[src/rtl/ntsc_pkg.sv]
// Shared constants and types for the NTSC test-pattern generator and its VRAM arbiter.
package ntsc_pkg;
    localparam int DEF_ADDR_W = 15;
    localparam int DEF_DATA_W = 8;

    localparam logic [7:0] LVL_SYNC  = 8'h00;
    localparam logic [7:0] LVL_BLACK = 8'h48;
    localparam logic [7:0] LVL_WHITE = 8'hFF;

    // Per-cycle SRAM grant; registered one cycle to steer the returning read data.
    typedef enum logic [1:0] {OWN_IDLE, OWN_VID, OWN_WR, OWN_RD} vram_owner_t;
endpackage

[src/rtl/ntsc_wbuf.sv]
// Posted-write FIFO; pointers carry an extra wrap bit so full/empty need no counter.
module ntsc_wbuf #(
    parameter int W     = 23,
    parameter int DEPTH = 4,
    localparam int IDX_W = $clog2(DEPTH),
    localparam int PTR_W = IDX_W + 1
) (
    input  logic             clk_i,
    input  logic             rst_i,
    input  logic             push_i,
    input  logic [W-1:0]     din_i,
    input  logic             pop_i,
    output logic [W-1:0]     dout_o,
    output logic             full_o,
    output logic             empty_o,
    output logic [PTR_W-1:0] level_o
);
    logic [W-1:0]     r_mem [DEPTH];
    logic [PTR_W-1:0] r_wptr;
    logic [PTR_W-1:0] r_rptr;

    always_ff @(posedge clk_i or posedge rst_i) begin
        if (rst_i) begin
            r_wptr <= '0;
            r_rptr <= '0;
        end else begin
            if (push_i) r_wptr <= r_wptr + 1'b1;
            if (pop_i)  r_rptr <= r_rptr + 1'b1;
        end
    end

    always_ff @(posedge clk_i) begin
        if (push_i) r_mem[r_wptr[IDX_W-1:0]] <= din_i;
    end

    assign dout_o  = r_mem[r_rptr[IDX_W-1:0]];
    assign empty_o = (r_wptr == r_rptr);
    assign full_o  = (r_wptr[IDX_W-1:0] == r_rptr[IDX_W-1:0]) && (r_wptr[IDX_W] != r_rptr[IDX_W]);
    assign level_o = r_wptr - r_rptr;
endmodule

[src/rtl/ntsc_vram_arbiter.sv]
// Single-port VRAM arbiter: scanout reads always win, posted host writes drain into
// free cycles, host reads wait for an empty write buffer so they see earlier writes.
module ntsc_vram_arbiter #(
    parameter int ADDR_W     = ntsc_pkg::DEF_ADDR_W,
    parameter int DATA_W     = ntsc_pkg::DEF_DATA_W,
    parameter int WBUF_DEPTH = 4,
    localparam int LVL_W     = $clog2(WBUF_DEPTH) + 1
) (
    input  logic              clk_i,
    input  logic              rst_i,
    input  logic              vid_req_i,
    input  logic [ADDR_W-1:0] vid_addr_i,
    output logic [DATA_W-1:0] vid_data_o,
    output logic              vid_valid_o,
    input  logic              host_req_i,
    input  logic              host_we_i,
    input  logic [ADDR_W-1:0] host_addr_i,
    input  logic [DATA_W-1:0] host_wdata_i,
    output logic              host_ready_o,
    output logic [DATA_W-1:0] host_rdata_o,
    output logic              host_rvalid_o,
    output logic              mem_en_o,
    output logic              mem_we_o,
    output logic [ADDR_W-1:0] mem_addr_o,
    output logic [DATA_W-1:0] mem_wdata_o,
    input  logic [DATA_W-1:0] mem_rdata_i,
    output logic [LVL_W-1:0]  wbuf_level_o
);
    import ntsc_pkg::*;

    typedef struct packed {
        logic [ADDR_W-1:0] addr;
        logic [DATA_W-1:0] data;
    } wr_entry_t;

    vram_owner_t       w_grant;
    vram_owner_t       r_owner;
    wr_entry_t         w_head;
    logic              w_full;
    logic              w_empty;
    logic              w_accept;
    logic              w_push;
    logic              w_pop;
    logic              r_rd_pending;
    logic [ADDR_W-1:0] r_rd_addr;
    logic [DATA_W-1:0] r_vid_data;
    logic [DATA_W-1:0] r_host_rdata;

    assign host_ready_o = !r_rd_pending && !w_full && !rst_i;
    assign w_accept     = host_req_i && host_ready_o;
    assign w_push       = w_accept && host_we_i;
    assign w_pop        = (w_grant == OWN_WR);

    ntsc_wbuf #(.W($bits(wr_entry_t)), .DEPTH(WBUF_DEPTH)) u_wbuf (
        .clk_i   (clk_i),
        .rst_i   (rst_i),
        .push_i  (w_push),
        .din_i   ({host_addr_i, host_wdata_i}),
        .pop_i   (w_pop),
        .dout_o  (w_head),
        .full_o  (w_full),
        .empty_o (w_empty),
        .level_o (wbuf_level_o)
    );

    always_comb begin
        w_grant = OWN_IDLE;
        if (rst_i)             w_grant = OWN_IDLE;
        else if (vid_req_i)    w_grant = OWN_VID;
        else if (!w_empty)     w_grant = OWN_WR;
        else if (r_rd_pending) w_grant = OWN_RD;
    end

    always_comb begin
        mem_en_o    = 1'b0;
        mem_we_o    = 1'b0;
        mem_addr_o  = '0;
        mem_wdata_o = '0;
        case (w_grant)
            OWN_VID: begin
                mem_en_o   = 1'b1;
                mem_addr_o = vid_addr_i;
            end
            OWN_WR: begin
                mem_en_o    = 1'b1;
                mem_we_o    = 1'b1;
                mem_addr_o  = w_head.addr;
                mem_wdata_o = w_head.data;
            end
            OWN_RD: begin
                mem_en_o   = 1'b1;
                mem_addr_o = r_rd_addr;
            end
            default: ;
        endcase
    end

    always_ff @(posedge clk_i or posedge rst_i) begin
        if (rst_i) begin
            r_owner      <= OWN_IDLE;
            r_rd_pending <= 1'b0;
            r_rd_addr    <= '0;
            r_vid_data   <= '0;
            r_host_rdata <= '0;
        end else begin
            r_owner <= w_grant;
            if (w_accept && !host_we_i) begin
                r_rd_pending <= 1'b1;
                r_rd_addr    <= host_addr_i;
            end else if (w_grant == OWN_RD) begin
                r_rd_pending <= 1'b0;
            end
            if (r_owner == OWN_VID) r_vid_data   <= mem_rdata_i;
            if (r_owner == OWN_RD)  r_host_rdata <= mem_rdata_i;
        end
    end

    // SRAM data arrives the cycle after the grant, so the valid cycle passes it straight through.
    assign vid_valid_o   = (r_owner == OWN_VID);
    assign host_rvalid_o = (r_owner == OWN_RD);
    assign vid_data_o    = vid_valid_o   ? mem_rdata_i : r_vid_data;
    assign host_rdata_o  = host_rvalid_o ? mem_rdata_i : r_host_rdata;
endmodule

[config.mk]
export PLATFORM = sky130hd
export DESIGN_NAME = ntsc_vram_arbiter
export DESIGN_NICKNAME = d
export VERILOG_FILES = /design/src/rtl/ntsc_pkg.sv /design/src/rtl/ntsc_wbuf.sv /design/src/rtl/ntsc_vram_arbiter.sv
export SDC_FILE = /design/constraint.sdc
export NUM_CORES = 1
export LEC_CHECK = 0
export ABC_AREA = 1
export BUFFER_PORTS_ARGS = -buffer_cell sky130_fd_sc_hd__buf_4
export CAP_MARGIN = 40
export CORE_UTILIZATION = 55
export CTS_BUF_LIST = sky130_fd_sc_hd__clkbuf_4
export CTS_CLUSTER_DIAMETER = 30
export DETAILED_ROUTE_END_ITERATION = 6
export MAX_ROUTING_LAYER = met4
export PLACE_DENSITY = 0.76
export SLEW_MARGIN = 15
export SYNTH_ARGS = -nofsm -noshare
export SYNTH_HDL_FRONTEND = slang
export SYNTH_HIERARCHICAL = 1
export SYNTH_SLANG_ARGS = --single-unit
[constraint.sdc]
create_clock -name clk_i -period 3.2 [get_ports clk_i]
set_input_delay 0.48 -clock clk_i [delete_from_list [all_inputs] [get_ports clk_i]]
set_output_delay 0.48 -clock clk_i [all_outputs]
set_load 0.02 [all_outputs]
==> reports/qor.tcl <==
set qor(fillCellCount) 800
set qor(cts-root-buf) {sky130_fd_sc_hd__clkbuf_4}
set qor(synth.mux.area_fraction) 0
set qor(cts_buffer_count) 17
set qor(combinational_family_with_the_most_area_after_synthesis) {simple AND/OR/NAND/NOR gates}
set qor(critical_path.cell_chain) {ha_1, nand2_1, a21oi_2, inv_4, o21ai_4, buf_4, nand3_1, nand2_1, buf_4}
set qor(synth_seq_cells) 132
set qor(drt_iter0_drc) 447
set qor(die-height_um) 108
set qor(rows) 38
set qor(drive_gt1_frac) 0.198
set qor(post_drt_via_cell_ratio) 5.12
set qor(critical_path.slowest_cell) {sky130_fd_sc_hd__dfrtp_1}
set qor(clock_transition_at_path_regs_ns) 0.11
set qor(ys_top_cells_by_count) {sky130_fd_sc_hd__nand2_1 (225), sky130_fd_sc_hd__inv_1 (141), sky130_fd_sc_hd__nand3_1 (94), sky130_fd_sc_hd__edfxtp_1 (92), sky130_fd_sc_hd__dfrtp_1 (40)}
set qor(place_congestion) 0.829
set qor(post_drt_wl_per_cell_um) 15.2
set qor(drc_errors) 0
set qor(critPathKind) {flop to output pin}
set qor(synth_compound_gate_area_share) 0.0203
set qor(ant_nets) 0
set qor(vias_in_the_first_global_route) 4615
set qor(worstSetupStartpointType) {flop}
set qor(maxClockFrequency_mhz) 337
set qor(power.density_cell_area_nw_per_um2) 805
set qor(yosysWarnings) 6
set qor(min_clock_period_post_route_ns) 2.97
set qor(ys_top_cells_by_area) {sky130_fd_sc_hd__edfxtp_1 (45%), sky130_fd_sc_hd__dfrtp_1 (16%), sky130_fd_sc_hd__nand2_1 (14%)}
set qor(crit_path_end_kind) {output pin}
set qor(timing.hold.ws_ns) 0.145
set qor(synth_fp_nets) 733
set qor(timing.setup.tns_ns) 0
set qor(outcome) {completed}
set qor(tritoncts_num_sinks) 132
set qor(fraction_of_synthesized_cell_area_in_xor_and_xnor_cells) 0.00427
set qor(first_pass_iteration_count_of_the_detailed_router) 7
set qor(seq_area_sq_um) 3760
set qor(finalHoldViolations) 0
set qor(area_share_of_fa_ha_maj_cells_after_synthesis) 0.0175
set qor(h-tree-depth) 4
set qor(fin_nets) 837
set qor(worst_slack_ns) 0.231
set qor(route.final.wire_length_um) 14200
set qor(slew-limit-headroom) 0.624
set qor(grt_pass1_wl_um) 22300
set qor(post-place-cells) 896
set qor(most_repeated_cell_in_the_gate_level_netlist_after_synthesis) {sky130_fd_sc_hd__nand2_1}
set qor(crit_required_ns) 2.72
set qor(groute.usage.overall) 0.270
set qor(numPortBuffers) 97
set qor(yosys.area_share.simple) 0.230
set qor(detailedPlace.worstSlack_ns) 0.542
set qor(final_setup_viols) 0
set qor(num_io_pins) 98
set qor(pin_count_of_the_biggest_net_entering_global_routing) 50
set qor(yosysTopAreaCell) {sky130_fd_sc_hd__edfxtp_1}
set qor(combined_area_of_all_synthesized_cells_sq_um) 6150
set qor(multi_input_comb_area_sq_um) 1690
set qor(die_width_um) 108
set qor(syn-mean-instance-area_sq_um) 9.13
set qor(worst_path_arrival_ns) 2.49
set qor(timing.clock.skew_ns) 0.0226
set qor(antenna_found_initial) 1
set qor(synth_enable_flop_cells) 92
set qor(synth_largest_type_area_fraction) 0.449
set qor(initial_core_util) 0.565
set qor(maxCapViolations) 0
set qor(cts_max_path_buffers) 2
set qor(cts_tree) {built}
set qor(period_share) 0.928
set qor(maximum_fanout_count_along_the_critical_path) 16
set qor(num_vias) 4772
set qor(die_area_sq_um) 11600
set qor(finish.cell_count_without_fillers) 932
set qor(gr-total-overflow) 0
set qor(p_leak_nw) 3.76
set qor(insertion_delay_ns) 0.53
set qor(min-delay-path-class) {primary input to flop}
set qor(hpwl_um) 8760
set qor(ys_seq_area_frac) 0.612
set qor(slew_violations) 0
set qor(layout.core_utilization) 0.675
set qor(synthesis.instances) 674
set qor(floorplan.core_area_sq_um) 10900
set qor(timing.critical_path.slowest_cell_delay_ns) 0.46
set qor(synth-async-reset-ratio) 0.303
set qor(rsz0062_at_grt) {no}
set qor(ir_drop_mv) 0.516
set qor(synth_top_flop_cell) {sky130_fd_sc_hd__edfxtp_1}
set qor(syn_to_final_growth_pct) 19.5
set qor(count_of_cell_types_in_the_netlist) 27
set qor(max_slew.worst_pin.slew_ns) 0.563
state kept, by name (all words and copies together), names as in the netlist:
register	cells
r_owner	2
r_rd_addr	15
r_vid_data	8
u_wbuf/r_rptr	3
r_host_rdata	8
r_rd_pending	1
u_wbuf/r_mem	92
u_wbuf/r_wptr	3
cell usage in the layout (no fill, tap or decap), types with 2 or more instances in the layout:
| cell type | n |
|---|---|
| sky130_fd_sc_hd__buf_4 | 108 |
| sky130_fd_sc_hd__bufinv_16 | 4 |
| sky130_fd_sc_hd__clkbuf_4 | 18 |
| sky130_fd_sc_hd__clkinv_2 | 5 |
| sky130_fd_sc_hd__clkinv_4 | 3 |
| sky130_fd_sc_hd__clkinvlp_4 | 2 |
| sky130_fd_sc_hd__dfrtp_1 | 40 |
| sky130_fd_sc_hd__edfxtp_1 | 92 |
| sky130_fd_sc_hd__ha_1 | 7 |
| sky130_fd_sc_hd__inv_1 | 141 |
| sky130_fd_sc_hd__inv_2 | 3 |
| sky130_fd_sc_hd__inv_4 | 2 |
| sky130_fd_sc_hd__nand2_1 | 225 |
| sky130_fd_sc_hd__nand3_1 | 94 |
| sky130_fd_sc_hd__nor2_1 | 9 |
| sky130_fd_sc_hd__nor2_2 | 2 |
| sky130_fd_sc_hd__o21ai_0 | 17 |
| sky130_fd_sc_hd__or2_2 | 2 |
| sky130_fd_sc_hd__xor2_1 | 3 |
cell families (layout without fill, tap and decap cells):
| logic type | count (synthesis) | after routing |
|---|---|---|
| and+or+nand+nor | 337 | 337 |
| adders and majority gates | 8 | 8 |
| xor gates and xnor gates | 3 | 3 |
| AOI/OAI and AO/OA | 22 | 22 |
| buffers and inverters | 172 | 289 |
| DFF | 132 | 132 |
| other | 0 | 1 |
power by group:
part,switching [mW],total [mW],internal (mW),leakage [nW]
clock,0.603,1.23,0.624,0.172
sequential,0.135,2.23,2.10,1.32
combinational,1.60,2.46,0.858,2.27
total,2.34,5.92,3.58,3.76
critical path, delay by kind of cell (launching register included):
family	cells	cell delay [ns]
adder cells (fa/ha/maj)	1	0.32
AND/OR/NAND/NOR	3	0.26
buffers and inverters	3	0.50
AO/OA/AOI/OAI	2	0.43
flip-flops	1	0.46
layout make-up:
cell class,count,area share
multi-input cells,370,0.229
inverters,146,0.0752
clock inverters,14,0.0253
well taps,140,0.0238
flip-flops and latches,132,0.512
diodes,1,0.000340
repair buffers,111,0.116
clock buffers,18,0.0184
repair_timing:
item,in CTS,in global routing
pin swaps,0,1
buffers inserted,0,2
gates resized for setup,2,3
hold buffers,1,0
setup endpoints to repair,13,17
endpoints found under the hold margin,6,0
stage by stage:
stage	cell area, sq um	power [mW]
finish	7350	5.92
global route	7350	6.31
CTS	7310	5.90
detailed placement	6970	4.66
global placement	6970	4.59
floorplan	6150	3.87
final timing paths:
kind,from,to,slack [ns],cells after the start
max in group asynchronous,rst_i,r_rd_addr[8]$_DFFE_PP0P_,2.20,4
min in group asynchronous,rst_i,u_wbuf/r_rptr[1]$_DFFE_PP0P_,0.46,3
setup / recovery,u_wbuf/r_wptr[1]$_DFFE_PP0P_,mem_addr_o[13],0.23,9
setup reg to reg,u_wbuf/r_wptr[1]$_DFFE_PP0P_,u_wbuf/r_mem[3][15]$_DFFE_PP_,0.63,9
hold / removal,host_wdata_i[1],u_wbuf/r_mem[1][1]$_DFFE_PP_,0.14,1
hold reg to reg,r_rd_addr[8]$_DFFE_PP0P_,r_rd_addr[8]$_DFFE_PP0P_,0.50,2
per-layer routing:
layer / vias to the layer above / GRT usage / routed length, um
li1: 2302 / - / -
met1: 2260 / 0.331 / 5790
met2: 182 / 0.435 / 7060
met3: 28 / 0.0599 / 1010
met4: 0 / 0.109 / 309
met5: - / - / 0
No activity file was read; power rests on OpenSTA's default activity.
